## config.mk

```make
export PLATFORM = sky130hd
export DESIGN_NAME = bsg_tag_tx_serializer
export DESIGN_NICKNAME = d
export VERILOG_FILES = /design/src/rtl/bsg_tag_tx_serializer_pkg.sv /design/src/rtl/bsg_tag_tx_serializer_piso.sv /design/src/rtl/bsg_tag_tx_serializer.sv
export SDC_FILE = /design/constraint.sdc
export NUM_CORES = 1
export LEC_CHECK = 0
export ABC_AREA = 0
export CORE_UTILIZATION = 49
export CTS_BUF_LIST = sky130_fd_sc_hd__clkbuf_8
export DETAILED_ROUTE_END_ITERATION = 6
export GPL_TIMING_DRIVEN = 1
export PLACE_DENSITY = 0.79
export SLEW_MARGIN = 20
export SYNTH_ARGS = -nofsm -noshare
export SYNTH_HDL_FRONTEND = slang
export SYNTH_SLANG_ARGS = --single-unit
```

## constraint.sdc

```tcl
create_clock -name clk_i -period 1.7 [get_ports clk_i]
set_clock_uncertainty 0.15 [all_clocks]
set_input_delay 0.34 -clock clk_i [delete_from_list [all_inputs] [get_ports clk_i]]
set_output_delay 0.34 -clock clk_i [all_outputs]
set_load 0.03 [all_outputs]
```

## src/rtl/bsg_tag_tx_serializer_pkg.sv

```systemverilog
// Shared types and sizing helpers for the bsg_tag transmit serializer.
package bsg_tag_tx_serializer_pkg;

  localparam int unsigned tag_els_gp        = 16;
  localparam int unsigned tag_lg_width_gp   = 4;
  localparam int unsigned tag_reset_ones_gp = 32;
  localparam int unsigned tag_gap_gp        = 2;

  localparam int unsigned tag_lg_els_gp     = $clog2(tag_els_gp);
  localparam int unsigned tag_payload_w_gp  = (1 << tag_lg_width_gp) - 1;

  // Header = start bit + len + data_not_reset + node_id
  function automatic int unsigned tag_hdr_len(input int unsigned lg_width, input int unsigned lg_els);
    return 2 + lg_width + lg_els;
  endfunction

  function automatic int unsigned tag_max(input int unsigned a, input int unsigned b);
    return (a > b) ? a : b;
  endfunction

  localparam int unsigned tag_hdr_len_gp = tag_hdr_len(tag_lg_width_gp, tag_lg_els_gp);

  typedef enum logic [2:0] {
    IDLE_PRE = 3'd0,
    IDLE     = 3'd1,
    HDR      = 3'd2,
    PAY      = 3'd3,
    SWEEP    = 3'd4,
    GAP      = 3'd5
  } bsg_tag_tx_state_e;

  typedef struct packed {
    logic [tag_lg_els_gp-1:0]    node_id;
    logic                        data_not_reset;
    logic [tag_lg_width_gp-1:0]  len;
    logic [tag_payload_w_gp-1:0] payload;
  } bsg_tag_tx_cmd_s;

endpackage

```

## src/rtl/bsg_tag_tx_serializer_piso.sv

```systemverilog
// Loadable LSB-first shift register plus the single down-counter that times every FSM state.
module bsg_tag_tx_piso #(
  parameter int unsigned width_p = 25,
  parameter int unsigned cnt_w_p = 6
) (
  input  logic               clk_i,
  input  logic               reset_n_i,
  input  logic               load_i,
  input  logic               cnt_load_i,
  input  logic [width_p-1:0] data_i,
  input  logic [cnt_w_p-1:0] count_i,
  output logic               bit_o,
  output logic               last_o
);

  logic [width_p-1:0] shift_q;
  logic [cnt_w_p-1:0] cnt_q;

  // Counter saturates at zero; every load must carry a non-zero count
  always_ff @(posedge clk_i or negedge reset_n_i) begin
    if (!reset_n_i) begin
      shift_q <= '0;
      cnt_q   <= '0;
    end else begin
      if (load_i) shift_q <= data_i;
      else        shift_q <= {1'b0, shift_q[width_p-1:1]};

      if (load_i || cnt_load_i) begin
        assert (count_i != '0);
        cnt_q <= count_i;
      end else if (cnt_q != '0) begin
        cnt_q <= cnt_q - cnt_w_p'(1);
      end
    end
  end

  assign bit_o  = shift_q[0];
  assign last_o = (cnt_q == cnt_w_p'(1));

endmodule

```

## src/rtl/bsg_tag_tx_serializer.sv

```systemverilog
// bsg_tag transmitter: serializes tag packets and master reset sweeps onto tag_data_o/tag_en_o.
module bsg_tag_tx_serializer
  import bsg_tag_tx_serializer_pkg::*;
#(
  parameter int unsigned els_p        = tag_els_gp,
  parameter int unsigned lg_width_p   = tag_lg_width_gp,
  parameter int unsigned reset_ones_p = tag_reset_ones_gp,
  parameter int unsigned gap_p        = tag_gap_gp
) (
  input  logic                          clk_i,
  input  logic                          reset_n_i,
  input  logic                          v_i,
  output logic                          ready_o,
  input  logic [$clog2(els_p)-1:0]      node_id_i,
  input  logic                          data_not_reset_i,
  input  logic [lg_width_p-1:0]         len_i,
  input  logic [(1<<lg_width_p)-2:0]    payload_i,
  input  logic                          sweep_v_i,
  output logic                          tag_data_o,
  output logic                          tag_en_o,
  output logic                          busy_o
);

  localparam int unsigned lg_els_lp = $clog2(els_p);
  localparam int unsigned pay_w_lp  = (1 << lg_width_p) - 1;
  localparam int unsigned hdr_lp    = tag_hdr_len(lg_width_p, lg_els_lp);
  localparam int unsigned vec_w_lp  = hdr_lp + pay_w_lp;
  localparam int unsigned cnt_max_lp =
    tag_max(tag_max(reset_ones_p, hdr_lp), tag_max(1 << lg_width_p, gap_p));
  localparam int unsigned cnt_w_lp  = $clog2(cnt_max_lp + 1);

  bsg_tag_tx_state_e     state_q;
  logic [lg_width_p-1:0] len_q;

  logic                  piso_load;
  logic                  piso_cnt_load;
  logic [cnt_w_lp-1:0]   piso_count;
  logic [vec_w_lp-1:0]   piso_data;
  logic                  piso_bit;
  logic                  piso_last;

  // The start bit goes straight to the output at accept; the shifter holds everything after it
  assign piso_data = vec_w_lp'({payload_i, node_id_i, data_not_reset_i, len_i});

  // Counter reload on every state entry
  always_comb begin
    piso_load     = 1'b0;
    piso_cnt_load = 1'b0;
    piso_count    = '0;
    case (state_q)
      IDLE: begin
        if (sweep_v_i) begin
          piso_cnt_load = 1'b1;
          piso_count    = cnt_w_lp'(reset_ones_p);
        end else if (v_i) begin
          piso_load  = 1'b1;
          piso_count = cnt_w_lp'(hdr_lp);
        end
      end
      HDR: begin
        if (piso_last) begin
          piso_cnt_load = 1'b1;
          piso_count    = (len_q == '0) ? cnt_w_lp'(gap_p) : cnt_w_lp'(len_q);
        end
      end
      PAY, SWEEP: begin
        if (piso_last) begin
          piso_cnt_load = 1'b1;
          piso_count    = cnt_w_lp'(gap_p);
        end
      end
      default: ;
    endcase
  end

  bsg_tag_tx_piso #(
    .width_p (vec_w_lp),
    .cnt_w_p (cnt_w_lp)
  ) piso (
    .clk_i      (clk_i),
    .reset_n_i  (reset_n_i),
    .load_i     (piso_load),
    .cnt_load_i (piso_cnt_load),
    .data_i     (piso_data),
    .count_i    (piso_count),
    .bit_o      (piso_bit),
    .last_o     (piso_last)
  );

  always_ff @(posedge clk_i or negedge reset_n_i) begin
    if (!reset_n_i) begin
      state_q    <= IDLE_PRE;
      len_q      <= '0;
      tag_data_o <= 1'b0;
      tag_en_o   <= 1'b0;
      ready_o    <= 1'b0;
      busy_o     <= 1'b1;
    end else begin
      case (state_q)
        IDLE_PRE: begin
          state_q <= IDLE;
          ready_o <= 1'b1;
          busy_o  <= 1'b0;
        end
        IDLE: begin
          if (sweep_v_i || v_i) begin
            state_q    <= sweep_v_i ? SWEEP : HDR;
            tag_data_o <= 1'b1;
            tag_en_o   <= 1'b1;
            ready_o    <= 1'b0;
            busy_o     <= 1'b1;
            if (!sweep_v_i) len_q <= len_i;
          end
        end
        HDR: begin
          if (piso_last && (len_q == '0)) begin
            state_q    <= GAP;
            tag_data_o <= 1'b0;
            tag_en_o   <= 1'b0;
          end else begin
            if (piso_last) state_q <= PAY;
            tag_data_o <= piso_bit;
          end
        end
        PAY: begin
          if (piso_last) begin
            state_q    <= GAP;
            tag_data_o <= 1'b0;
            tag_en_o   <= 1'b0;
          end else begin
            tag_data_o <= piso_bit;
          end
        end
        SWEEP: begin
          if (piso_last) begin
            state_q    <= GAP;
            tag_data_o <= 1'b0;
            tag_en_o   <= 1'b0;
          end
        end
        GAP: begin
          if (piso_last) begin
            state_q <= IDLE;
            ready_o <= 1'b1;
            busy_o  <= 1'b0;
          end
        end
        default: state_q <= IDLE_PRE;
      endcase
    end
  end

endmodule

```

==> summary.md <==
| Metric | Value |
|---|---|
| Sw Ratio | `37.0%` |
| Slew margin rel. | `59.4%` |
| Final WL | `4.62 mm` |
| Minimum clock period after layout | `1.78 ns` |
| Fin cells | `327` |
| Reg clk slew, reported paths | `0.08 ns` |
| Final worst slack | `-0.0786 ns` |
| Final GP Congestion | `0.857` |
| Row Count | `22` |
| Gr usage total | `25.1%` |
| CP Max Fanout | `6` |
| Placed cell area | `0.00249 mm²` |
| Comb pwr share | `45.9%` |
| Overall Power | `4.54 mW` |
| Setup CP Type | `register to register` |
| Core area | `0.00374 mm²` |
| Setup-failing EPs final | `3` |
| R2r worst-path depth | `6` |
| Clock buffer depth | `2` |
| Post-synthesis adder-cell area fraction | `1.93%` |
| Initial core utilization | `51.9%` |
| Hold path cells | `2` |
| Finished Core Util | `73.5%` |
| H-tree levels | `2` |
| Total net switching power | `1.68 mW` |
| Multiplexer area fraction after synthesis | `0.580%` |
| Detailed Routing Iterations Pass 1 | `4` |
| Largest net degree at the start of global routing | `28` |
| Unrepaired setup endpoints after global routing | `true` |
| Yosys cell types | `42` |
| Fin nets | `309` |
| Crit-path leading delay family | `compound AO/OA/AOI/OAI gates` |
| Ant diodes | `0` |
| Number of enable flip-flop cells after synthesis | `0` |
| Ys Warns | `0` |
| Io pins | `32` |
| First-pass GRT wire length | `7.83 mm` |
| Crit path buffers/inverters | `1` |
| Cell count after synthesis | `217` |
| Die height | `65.0 µm` |
| Via count | `1739` |
| Worst stage delay on the critical path | `0.39 ns` |
| Mean Syn Cell Area | `8.95 µm²` |
| Post-Synth XOR/XNOR Area | `1.35%` |
| Iter 0 DRT Violations | `180` |
| Startpoint Class | `register` |
| Slew @ Worst Pin | `0.610 ns` |
| CTS buffer count | `5` |
| Cell area after layout | `0.00275 mm²` |
| Main synth FF type | `dfrtp_1` |
| Clock latency on the worst-skew pair | `0.30 ns` |
| Die Area | `0.00422 mm²` |
| Clk sinks | `41` |
| Seq pwr share | `36.6%` |
| Synthesized area | `0.00194 mm²` |
| Final Hold Viols | `0` |
| Register bit total from synthesis | `41` |
| Post-route DRC | `0` |
| Largest family of logic cells by synthesized area | `simple AND/OR/NAND/NOR gates` |
| Wire per inst | `14.1 µm` |
| Violated checks | `setup timing` |
| Clock power share | `17.5%` |
| CTS tree | `built` |
| CTS root buf | `clkbuf_8` |
| Critical path, cell by cell | `inv_2 > ha_4 > nor2b_4 > a32oi_4 > a221o_1 > a22oi_1` |
| Fmax | `562 MHz` |
| Most common cell after layout, fill and taps aside | `nand2_1` |
| Initial antenna violation count | `0` |
| Status | `finished with violations` |
| Final TNS setup | `-0.133 ns` |
| Worst endpoint required time | `1.77 ns` |
| P&R area growth vs syn | `41.7%` |
| Number of global-route vias before repair | `1700` |
| Peak VDD IR | `662 µV` |
| Final HPWL DP | `3.14 mm` |
| Layout cells sized above 1 | `24.0%` |
| Int Power | `2.86 mW` |
| Syn nets | `248` |
| Max-slew violations | `0` |
| Via density | `5.32` |
| Async S/R FF share, synth | `100%` |
| Min-Delay Path Class | `register to register` |
| Crit path depth | `6` |
| Crit-path slowest cell | `dfrtp_1` |
| Most frequent cells in the layout | `nand2_1 (85), dfrtp_1 (37), buf_4 (29), clkdlybuf4s50_1 (25), nor2_1 (10)` |
| Pleak | `1.33 nW` |
| Simple-gate portion of the synthesized area | `26.9%` |
| Post-synthesis sequential area ratio | `52.9%` |
| CP endpoint kind | `register` |
| Placed cells | `315` |
| CP Data Arrival Time | `1.85 ns` |
| Max Cap Viol | `0` |
| PortBufs | `31` |
| Synth Area in Compound Gates | `13.0%` |
| Pwr Density | `1650 mW/mm²` |
| Gr ovfl total | `0` |
| Die Wd | `65.0 µm` |
| Antenna-violating nets left | `0` |
| Crit share post-route | `105%` |
==> routing by layer <==
metal	track usage (%)	vias up	part of all wire, %
met1	32.2	824	43
met3	5.63	12	4.1
met4	10.3	0	2.3
li1	-	852	-
met5	0	-	0
met2	40.8	51	51
==> metrics by stage <==
stage	worst slack (ns)	hold WS (ns)
final	-0.0786	0.298
after global routing	-0.168	0.326
after CTS	-0.0712	0.303
after detailed placement	-0.348	0.228
after global placement	-0.256	0.224
after floorplan	-0.00569	-0.106
==> tightest hold or removal path: cells and delay by family, from the launching register on <==
kind	cells	cell delay [ns]
flip-flops	1	0.32
AND/OR/NAND/NOR	2	0.09
==> cells in the mapped netlist, drive strengths merged, types with 2 or more instances <==
| cell | count | area share (%) |
|---|---|---|
| or3 | 4 | 1.5 |
| a21o | 3 | 1.2 |
| ha | 3 | 1.9 |
| xnor2 | 2 | 0.90 |
| dfrtp | 40 | 52 |
| o21ai | 7 | 1.8 |
| a21oi | 5 | 1.3 |
| nor4 | 3 | 0.97 |
| nor3 | 6 | 2.4 |
| a221oi | 3 | 1.4 |
| nor2 | 10 | 1.9 |
| o211ai | 3 | 1.2 |
| nor2b | 2 | 0.64 |
| nand2 | 85 | 16 |
| inv | 6 | 1.2 |
| buf | 6 | 1.4 |
| nand2b | 3 | 0.97 |
| clkbuf | 4 | 0.77 |
| nand3 | 2 | 0.52 |
| and2 | 2 | 0.64 |
| a211oi | 2 | 0.77 |
==> cell type report <==
class	instances	area, µm²
Fill cell	279	992
Tap cell	48	60.1
Clock inverter	2	33.8
Clock buffer	6	82.6
Timing Repair Buffer	64	567
Inverter	6	22.5
Multi-Input combinational cell	160	955
Sequential cell	41	1030
==> power by group through the flow <==
stage	clock network, mW	registers [mW]	logic (mW)
final	0.794	1.66	2.09
after global placement	0	1.64	1.74
after detailed placement	0	1.66	1.79
after CTS	0.810	1.65	1.95
after floorplan	0	1.70	1.02
after global routing	0.857	1.70	2.28
==> worst paths after layout <==
check / from / end / slack [ns]
min in group asynchronous: reset_n_i / len_q[3] / 0.44
setup / recovery: piso.cnt_q[1] / piso.cnt_q[5] / -0.08
setup reg to reg: piso.cnt_q[1] / piso.cnt_q[5] / -0.08
hold reg to reg: piso.shift_q[3] / piso.shift_q[2] / 0.30
max in group asynchronous: reset_n_i / piso.shift_q[13] / 0.40
hold / removal: piso.shift_q[3] / piso.shift_q[2] / 0.30
==> cell families after synthesis <==
family	count (synthesis)
compound gates	34
mux	1
flops	41
buf+inv	16
xor+xnor	3
fa+ha+maj	3
simple gates	119
==> state kept, by name, summed over array words and instances, names as in the netlist <==
name and flops:
len_q 4, state_q 3, piso.shift_q 24, ready_o 1, tag_data_o 1, tag_en_o 1, busy_o 1, piso.cnt_q 6
==> timing repair <==
| item | in CTS | in global routing |
|---|---|---|
| endpoints found under the setup margin | 14 | 28 |
| hold buffers | 1 | 0 |
| pin swaps | 4 | 4 |
| gates resized for setup | 14 | 13 |
| hold endpoints to repair | 24 | 0 |
| buffers inserted | 3 | 1 |
Power figures use the tool's default switching activity.
